$ cat src/rtl/b2_row_accum_pkg.sv
// b2_pkg: shared widths, FSM state type and the ReLU/requant/saturate helper
// for the Block2 row accumulation stage.
package b2_pkg;

    localparam int IN_W  = 7;
    localparam int ACC_W = 11;
    localparam int OUT_W = 7;

    localparam logic signed [ACC_W-1:0] QMAX = ACC_W'((1 << OUT_W) - 1);

    typedef enum logic [1:0] {
        S_IDLE,
        S_RUN,
        S_DONE
    } state_t;

    // ReLU, arithmetic right shift, clamp to the unsigned output range.
    function automatic logic [OUT_W-1:0] relu_sat(
        input logic signed [ACC_W-1:0] s,
        input int unsigned             sh
    );
        logic signed [ACC_W-1:0] q;
        q = s >>> sh;
        if (s[ACC_W-1]) return '0;
        if (q > QMAX) return '1;
        return q[OUT_W-1:0];
    endfunction

endpackage

$ cat src/rtl/b2_row_accum_if.sv
// b2_row_accum_if: frame control, PE row results in, activations out.
// master drives start/bias/row_val/row_res; slave (the block) drives the rest.
interface b2_row_accum_if
    import b2_pkg::*;
#(
    parameter int ROWS = 3
) ();

    logic                    start;
    logic signed [ACC_W-1:0] bias;
    logic [ROWS-1:0]         row_val;
    logic [ROWS*IN_W-1:0]    row_res;
    logic [OUT_W-1:0]        out_data;
    logic                    out_val;
    logic                    frame_done;
    logic                    busy;
    logic                    err_misalign;

    modport master (
        output start, bias, row_val, row_res,
        input  out_data, out_val, frame_done, busy, err_misalign
    );

    modport slave (
        input  start, bias, row_val, row_res,
        output out_data, out_val, frame_done, busy, err_misalign
    );

endinterface

$ cat src/rtl/b2_row_accum_skew_delay.sv
// skew_delay: DEPTH-stage shift register of {val, res}; DEPTH 0 is a wire.
// Ports: clk, rst_n, clr (sync flush), in_val/in_res, out_val/out_res.
module skew_delay #(
    parameter int DEPTH = 1,
    parameter int W     = 7
) (
    input  logic         clk,
    input  logic         rst_n,
    input  logic         clr,
    input  logic         in_val,
    input  logic [W-1:0] in_res,
    output logic         out_val,
    output logic [W-1:0] out_res
);

    if (DEPTH == 0) begin : g_pass
        logic unused_pass;
        assign unused_pass = clk ^ rst_n ^ clr;
        assign out_val = in_val;
        assign out_res = in_res;
    end else begin : g_sr
        logic [DEPTH-1:0]        v;
        logic [DEPTH-1:0][W-1:0] r;

        always_ff @(posedge clk or negedge rst_n) begin
            if (!rst_n) begin
                v <= '0;
                r <= '0;
            end else if (clr) begin
                v <= '0;
                r <= '0;
            end else begin
                v[0] <= in_val;
                r[0] <= in_res;
                for (int i = 1; i < DEPTH; i++) begin
                    v[i] <= v[i-1];
                    r[i] <= r[i-1];
                end
            end
        end

        assign out_val = v[DEPTH-1];
        assign out_res = r[DEPTH-1];
    end

endmodule

$ cat src/rtl/b2_row_accum.sv
// b2_row_accum: deskews PE row results, sums them plus a per-frame bias,
// then ReLU / >>>SHIFT / saturate and streams activations with frame flags.
// Ports: clk, rst_n (async, active-low), bus (b2_row_accum_if.slave).
// Optional B2_MAXPOOL_EN: stride-2 max-pool, OUT_LEN/2 outputs per frame.
module b2_row_accum
    import b2_pkg::*;
#(
    parameter int ROWS     = 3,
    parameter int ROW_SKEW = 1,
    parameter int SHIFT    = 2,
    parameter int OUT_LEN  = 64
) (
    input  logic           clk,
    input  logic           rst_n,
    b2_row_accum_if.slave  bus
);

    localparam int CW = $clog2(OUT_LEN + 1);

    state_t                       state;
    logic                         run;
    logic                         clr;
    logic [ROWS-1:0]              d_val;
    logic [ROWS-1:0][IN_W-1:0]    d_res;
    logic                         all_v;
    logic                         any_v;
    logic                         acc;
    logic [CW-1:0]                cnt;
    logic signed [ACC_W-1:0]      bias_q;
    logic signed [ACC_W-1:0]      sum_c;
    logic signed [ACC_W-1:0]      sum_q;
    logic                         s1_v;
    logic                         s1_last;
    logic                         s2_v;
    logic                         s2_last;
    logic [OUT_W-1:0]             s2_act;
    logic                         fin_v;
    logic                         fin_last;
    logic [OUT_W-1:0]             fin_data;
    logic                         busy_q;
    logic                         done_q;
    logic                         err_q;

    assign run = (state == S_RUN);
    assign clr = (state == S_IDLE) && bus.start;

    // Row k waits (ROWS-1-k)*ROW_SKEW cycles so all rows line up with the last.
    for (genvar k = 0; k < ROWS; k++) begin : g_row
        skew_delay #(
            .DEPTH ((ROWS - 1 - k) * ROW_SKEW),
            .W     (IN_W)
        ) u_dly (
            .clk     (clk),
            .rst_n   (rst_n),
            .clr     (clr),
            .in_val  (bus.row_val[k] & run),
            .in_res  (bus.row_res[k*IN_W +: IN_W]),
            .out_val (d_val[k]),
            .out_res (d_res[k])
        );
    end

    assign all_v = &d_val;
    assign any_v = |d_val;
    assign acc   = run && all_v && (cnt < CW'(OUT_LEN));

    always_comb begin
        sum_c = bias_q;
        for (int k = 0; k < ROWS; k++) begin
            sum_c = sum_c + {{(ACC_W-IN_W){d_res[k][IN_W-1]}}, d_res[k]};
        end
    end

    always_ff @(posedge clk or negedge rst_n) begin
        if (!rst_n) begin
            sum_q   <= '0;
            s1_v    <= 1'b0;
            s1_last <= 1'b0;
            s2_act  <= '0;
            s2_v    <= 1'b0;
            s2_last <= 1'b0;
        end else begin
            s1_v    <= acc;
            s1_last <= acc && (cnt == CW'(OUT_LEN - 1));
            if (acc) sum_q <= sum_c;
            s2_v    <= s1_v;
            s2_last <= s1_last;
            if (s1_v) s2_act <= relu_sat(sum_q, SHIFT);
        end
    end

`ifdef B2_MAXPOOL_EN
    logic             ph;
    logic [OUT_W-1:0] hold;

    // First of each pair is parked in hold; the second emits the max.
    always_ff @(posedge clk or negedge rst_n) begin
        if (!rst_n) begin
            ph       <= 1'b0;
            hold     <= '0;
            fin_v    <= 1'b0;
            fin_last <= 1'b0;
            fin_data <= '0;
        end else begin
            fin_v    <= 1'b0;
            fin_last <= 1'b0;
            if (clr) begin
                ph <= 1'b0;
            end else if (s2_v) begin
                if (!ph) begin
                    hold <= s2_act;
                    ph   <= 1'b1;
                end else begin
                    fin_v    <= 1'b1;
                    fin_last <= s2_last;
                    fin_data <= (s2_act > hold) ? s2_act : hold;
                    ph       <= 1'b0;
                end
            end
        end
    end
`else
    assign fin_v    = s2_v;
    assign fin_last = s2_last;
    assign fin_data = s2_act;
`endif

    always_ff @(posedge clk or negedge rst_n) begin
        if (!rst_n) begin
            state  <= S_IDLE;
            cnt    <= '0;
            bias_q <= '0;
            busy_q <= 1'b0;
            done_q <= 1'b0;
            err_q  <= 1'b0;
        end else begin
            done_q <= 1'b0;
            unique case (state)
                S_IDLE: begin
                    if (bus.start) begin
                        state  <= S_RUN;
                        bias_q <= bus.bias;
                        cnt    <= '0;
                        err_q  <= 1'b0;
                        busy_q <= 1'b1;
                    end
                end
                S_RUN: begin
                    if (acc) cnt <= cnt + CW'(1);
                    if (any_v && !all_v) err_q <= 1'b1;
                    if (fin_v && fin_last) begin
                        state  <= S_DONE;
                        busy_q <= 1'b0;
                        done_q <= 1'b1;
                    end
                end
                S_DONE: state <= S_IDLE;
                default: state <= S_IDLE;
            endcase
        end
    end

    assign bus.out_data     = fin_data;
    assign bus.out_val      = fin_v;
    assign bus.frame_done   = done_q;
    assign bus.busy         = busy_q;
    assign bus.err_misalign = err_q;

endmodule

$ cat src/flat_wrapper.sv
// flat-port wrapper written by rule: the top's interface ports become plain ports
module b2_row_accum_flat import b2_pkg::*;
#(
    parameter int ROWS     = 3,
    parameter int ROW_SKEW = 1,
    parameter int SHIFT    = 2,
    parameter int OUT_LEN  = 64
)
  (clk, rst_n, bus_start, bus_bias, bus_row_val, bus_row_res, bus_out_data, bus_out_val, bus_frame_done, bus_busy, bus_err_misalign);
  b2_row_accum_if #(.ROWS(ROWS)) bus_i ();
  input  logic clk;
  input  logic rst_n;
  input wire logic [$bits(bus_i.start)-1:0] bus_start;
  input wire logic [$bits(bus_i.bias)-1:0] bus_bias;
  input wire logic [$bits(bus_i.row_val)-1:0] bus_row_val;
  input wire logic [$bits(bus_i.row_res)-1:0] bus_row_res;
  output wire logic [$bits(bus_i.out_data)-1:0] bus_out_data;
  output wire logic [$bits(bus_i.out_val)-1:0] bus_out_val;
  output wire logic [$bits(bus_i.frame_done)-1:0] bus_frame_done;
  output wire logic [$bits(bus_i.busy)-1:0] bus_busy;
  output wire logic [$bits(bus_i.err_misalign)-1:0] bus_err_misalign;
  assign bus_i.start = bus_start;
  assign bus_i.bias = bus_bias;
  assign bus_i.row_val = bus_row_val;
  assign bus_i.row_res = bus_row_res;
  assign bus_out_data = bus_i.out_data;
  assign bus_out_val = bus_i.out_val;
  assign bus_frame_done = bus_i.frame_done;
  assign bus_busy = bus_i.busy;
  assign bus_err_misalign = bus_i.err_misalign;
  b2_row_accum #(.ROWS(ROWS), .ROW_SKEW(ROW_SKEW), .SHIFT(SHIFT), .OUT_LEN(OUT_LEN)) u_core (.clk(clk), .rst_n(rst_n), .bus(bus_i));
endmodule
$ cat config.mk
export PLATFORM = sky130hd
export DESIGN_NAME = b2_row_accum_flat
export DESIGN_NICKNAME = d
export VERILOG_FILES = /design/src/rtl/b2_row_accum_pkg.sv /design/src/rtl/b2_row_accum_if.sv /design/src/rtl/b2_row_accum_skew_delay.sv /design/src/rtl/b2_row_accum.sv /design/src/flat_wrapper.sv
export SDC_FILE = /design/constraint.sdc
export NUM_CORES = 1
export LEC_CHECK = 0
export ABC_AREA = 1
export BUFFER_PORTS_ARGS = -buffer_cell sky130_fd_sc_hd__buf_2
export CAP_MARGIN = 10
export CORE_ASPECT_RATIO = 1.4
export CORE_MARGIN = 2
export CORE_UTILIZATION = 35
export DETAILED_ROUTE_END_ITERATION = 8
export PLACE_DENSITY = 0.6
export SETUP_SLACK_MARGIN = 0.2
export SKIP_CTS_REPAIR_TIMING = 1
export SLEW_MARGIN = 15
export SYNTH_ARGS = -nofsm -noshare
export SYNTH_HDL_FRONTEND = slang
export SYNTH_SLANG_ARGS = --single-unit
$ cat constraint.sdc
create_clock -name clk -period 2.35 [get_ports clk]
set_input_delay 0.47 -clock clk [delete_from_list [all_inputs] [get_ports clk]]
set_output_delay 0.47 -clock clk [all_outputs]
set_load 0.02 [all_outputs]
==> metrics.log <==
[metrics] Critical Path Start: u_core.g_row[0].u_dly.out_res[6]$_DFF_PN0_
[metrics] Vert. Die Dim: 121 µm
[metrics] largest cells by area after synthesis: dfrtp_1, nand2_1, fa_1, inv_1, nor2_1
[metrics] Clock Path Buffers: 2
[metrics] ratio of routed vias to standard cells: roughly 4.3
[metrics] total number of vias: 2533
[metrics] clock tree sinks: 67
[metrics] number of cells in the finished layout apart from fillers: 590
[metrics] total nets after synthesis: between 400 and 500
[metrics] sequential-to-total area share from yosys stat: 48.9%
[metrics] area of all sequential standard cells: 1680 µm²
[metrics] core region area: approximately 9500 µm²
[metrics] final net count: around 520
[metrics] violations in the final reports: setup timing
[metrics] synth cell count leaders: nand2_1, inv_1, dfrtp_1, nor2_1, fa_1
[metrics] final core utilization: 47.2%
[metrics] latest clock arrival within the worst-skew pair: 0.33 ns
[metrics] initial antenna violation count: 0
[metrics] synthesis-to-finish area growth: 31.0%
[metrics] TritonCTS buffer count: 9
[metrics] via count of the first global-routing pass: ~2.6k
[metrics] main flop type after synthesis: dfrtp_1
[metrics] Final Slew Violations: 0
[metrics] average size of a mapped cell: just under 9 µm²
[metrics] fill cell instance count of the final layout: 898
[metrics] GRT Residual Overflow: 0
[metrics] Max IR drop VDD: 0.418 mV
[metrics] number of top-level design ports: 49
[metrics] initial DRC count: ~130
[metrics] Tightest Pin Transition: 0.553 ns
[metrics] max-cap violations: 0
[metrics] startpoint-to-endpoint class of the critical path: reg2reg
[metrics] total routed wirelength: about 6400 µm
[metrics] FP Rows: 42
[metrics] relative slew slack: 63.1%
[metrics] first-pass GRT wire length: 11100 µm
[metrics] share of the clock period used by the worst path: 105%
[metrics] Chip Width: roughly 88 µm
[metrics] sum of net half-perimeters after detailed placement: approximately 4900 µm
[metrics] post-DR wirelength/cell: 10.9 µm
[metrics] effective utilization at floorplan: a little over a third
[metrics] most area-hungry cell type in the Yosys netlist: dfrtp_1
[metrics] placed cell count: 572
[metrics] Final Hold Violating Endpoints: 0
[metrics] overall track demand over capacity in global routing: roughly 14%
[metrics] EDFF count, synth: 0
[metrics] TritonCTS clock tree: done
[metrics] RD Place Congestion: 0.788
[metrics] clock skew after layout: between 0.008 and 0.009 ns
[metrics] maximum level of the CTS H-tree: 3
[metrics] number of cells on the worst reg-to-reg path: 9
[metrics] number of port buffers: 48
[metrics] synthesized instance count: 385
[metrics] RSZ-0062 raised after global routing: true
[metrics] distinct cell type count of the synthesized netlist: 31
[metrics] arrival time of the worst setup path: 2.69 ns
[metrics] Reg-to-Reg End: u_core.sum_q[10]$_DFFE_PN0P_
[metrics] power density normalized to cell area: 916 nW/µm²
[metrics] start of the worst register-to-register path: u_core.g_row[0].u_dly.out_res[6]$_DFF_PN0_
[metrics] share of flip-flops with an asynchronous set or reset: 100%
[metrics] antenna cell count: 0
[metrics] most frequent cell after synthesis: nand2_1
[metrics] share of Yosys cell area claimed by the top area cell type: 48.9%
[metrics] flop and latch count out of synthesis: 67
[metrics] Worst R2R Setup Slack: -0.12 ns
[metrics] first-pass iteration count of the detailed router: 4
[metrics] final worst slack: -0.121 ns
[metrics] multi-input combinational cell area: about 1700 µm²
[metrics] top achievable clock speed: 0.405 GHz
[metrics] die area: 10600 µm²
[metrics] run status: complete, but fails checks
[metrics] number of design rule violations left after detail routing: 0
[metrics] crit path capture type: register
[metrics] crit path launch type: register
[metrics] Final min period: about 2.5 ns
[metrics] required time of the critical path: 2.57 ns
[metrics] clock-pin slew on the worst setup and hold paths: about 0.05 ns
[metrics] Synthesis Warnings: 0
[metrics] fraction of final layout cells sized beyond drive strength 1: 29.5%
[metrics] area of the mapped netlist: 3430 µm²
[metrics] number of routed nets with antenna violations: 0
[metrics] clock root cell: clkbuf_16
[metrics] biggest fanout along the worst timing path: 5
[metrics] # setup viols final: 7
[metrics] Power, Total: 4.11 mW
[metrics] total leakage power: 2.36 nW
[metrics] maximum number of pins on one net before global-route repair: 40
[metrics] Tightest Hold Check Type: in2async
## report_power, final
group	internal (mW)	leakage, nW	total [mW]	switching, mW
Combinational	0.576	1.40	1.24	0.660
Sequential	1.33	0.803	1.46	0.128
Clock	0.929	0.153	1.41	0.485
Total	2.84	2.36	4.11	1.27
## through the flow
stage                     TNS, ns  area [µm²]  hold slack, ns  setup WS (ns)
after detailed placement    -2.14        4050           0.338         -0.339
after floorplan            -0.260        3590           0.174        -0.0747
after global routing        -1.33        4490           0.167         -0.271
after CTS                  -0.551        4370           0.137         -0.190
after global placement      -1.92        4050           0.336         -0.269
final                      -0.418        4490           0.126         -0.121
## critical path, cell delays in order (launching register included)
cell     delay (ns)
dfrtp_1        0.38
fa_2           0.54
fa_1           0.62
ha_4           0.22
nand2_1        0.12
inv_1          0.07
a21oi_2        0.16
nand4_1        0.12
nand3_1        0.09
nand2_1        0.05
## cells by family after synthesis
group	count (synthesis)	share of synthesized area, %
xor+xnor	4	1.02
simple gates	169	21.1
flops	67	48.9
buf+inv	86	10.2
compound gates	32	5.18
fa+ha+maj	27	13.6
## final cells by class
cell class / count / share of cell area (%)
Multi-Input combinational cell: 232 / 36.8
Sequential cell: 67 / 37.3
Inverter: 79 / 6.94
Timing Repair Buffer: 64 / 8.11
Clock inverter: 6 / 2.01
Tap cell: 132 / 3.68
Clock buffer: 10 / 5.10
## cell usage in the layout (no fill, tap or decap), drive strengths merged
| master | n |
|---|---|
| nand4 | 4 |
| nor2 | 41 |
| o21a | 1 |
| clkinvlp | 1 |
| nand3 | 15 |
| nor3 | 3 |
| clkinv | 3 |
| inv | 79 |
| clkbuf | 10 |
| a31oi | 1 |
| nand2 | 103 |
| nand3b | 1 |
| o21ai | 21 |
| xnor2 | 3 |
| o211ai | 1 |
| or2 | 2 |
| xor2 | 1 |
| ha | 10 |
| dfrtp | 67 |
| a21oi | 8 |
| buf | 64 |
| fa | 17 |
| bufinv | 2 |
## state kept, by name, indices dropped and copies added, names as in the netlist
name	cells
u_core.sum_q	9
u_core.s1_v	1
u_core.bus.out_data	7
u_core.g_row.u_dly.g_sr.v	2
u_core.fin_last	1
u_core.bias_q	11
u_core.bus.frame_done	1
u_core.g_row.u_dly.out_res	14
u_core.g_row.u_dly.g_sr.r	7
u_core.bus.err_misalign	1
u_core.bus.out_val	1
u_core.g_row.u_dly.out_val	1
u_core.bus.busy	1
u_core.s1_last	1
u_core.state	2
u_core.cnt	7
## how the worst max path moves through the flow
| stage | to | slack, ns | cells after the start |
|---|---|---|---|
| final | u_core.sum_q[10]$_DFFE_PN0P_ | -0.12 | 9 |
| after global routing | u_core.sum_q[10]$_DFFE_PN0P_ | -0.27 | 14 |
| after CTS | u_core.sum_q[9]$_DFFE_PN0P_ | -0.19 | 9 |
| after detailed placement | u_core.sum_q[9]$_DFFE_PN0P_ | -0.34 | 10 |
| after global placement | u_core.sum_q[9]$_DFFE_PN0P_ | -0.27 | 14 |
| after floorplan | u_core.sum_q[9]$_DFFE_PN0P_ | -0.07 | 13 |
## metal layers
layer	wire length, µm	part of all wire (%)	GRT usage (%)
met3	216	3.4	2.65
met2	3390	53	23.1
met1	2600	40	15.4
met4	213	3.3	8.17
met5	0	0	0
Note: power is estimated with default switching activity, not from simulation.
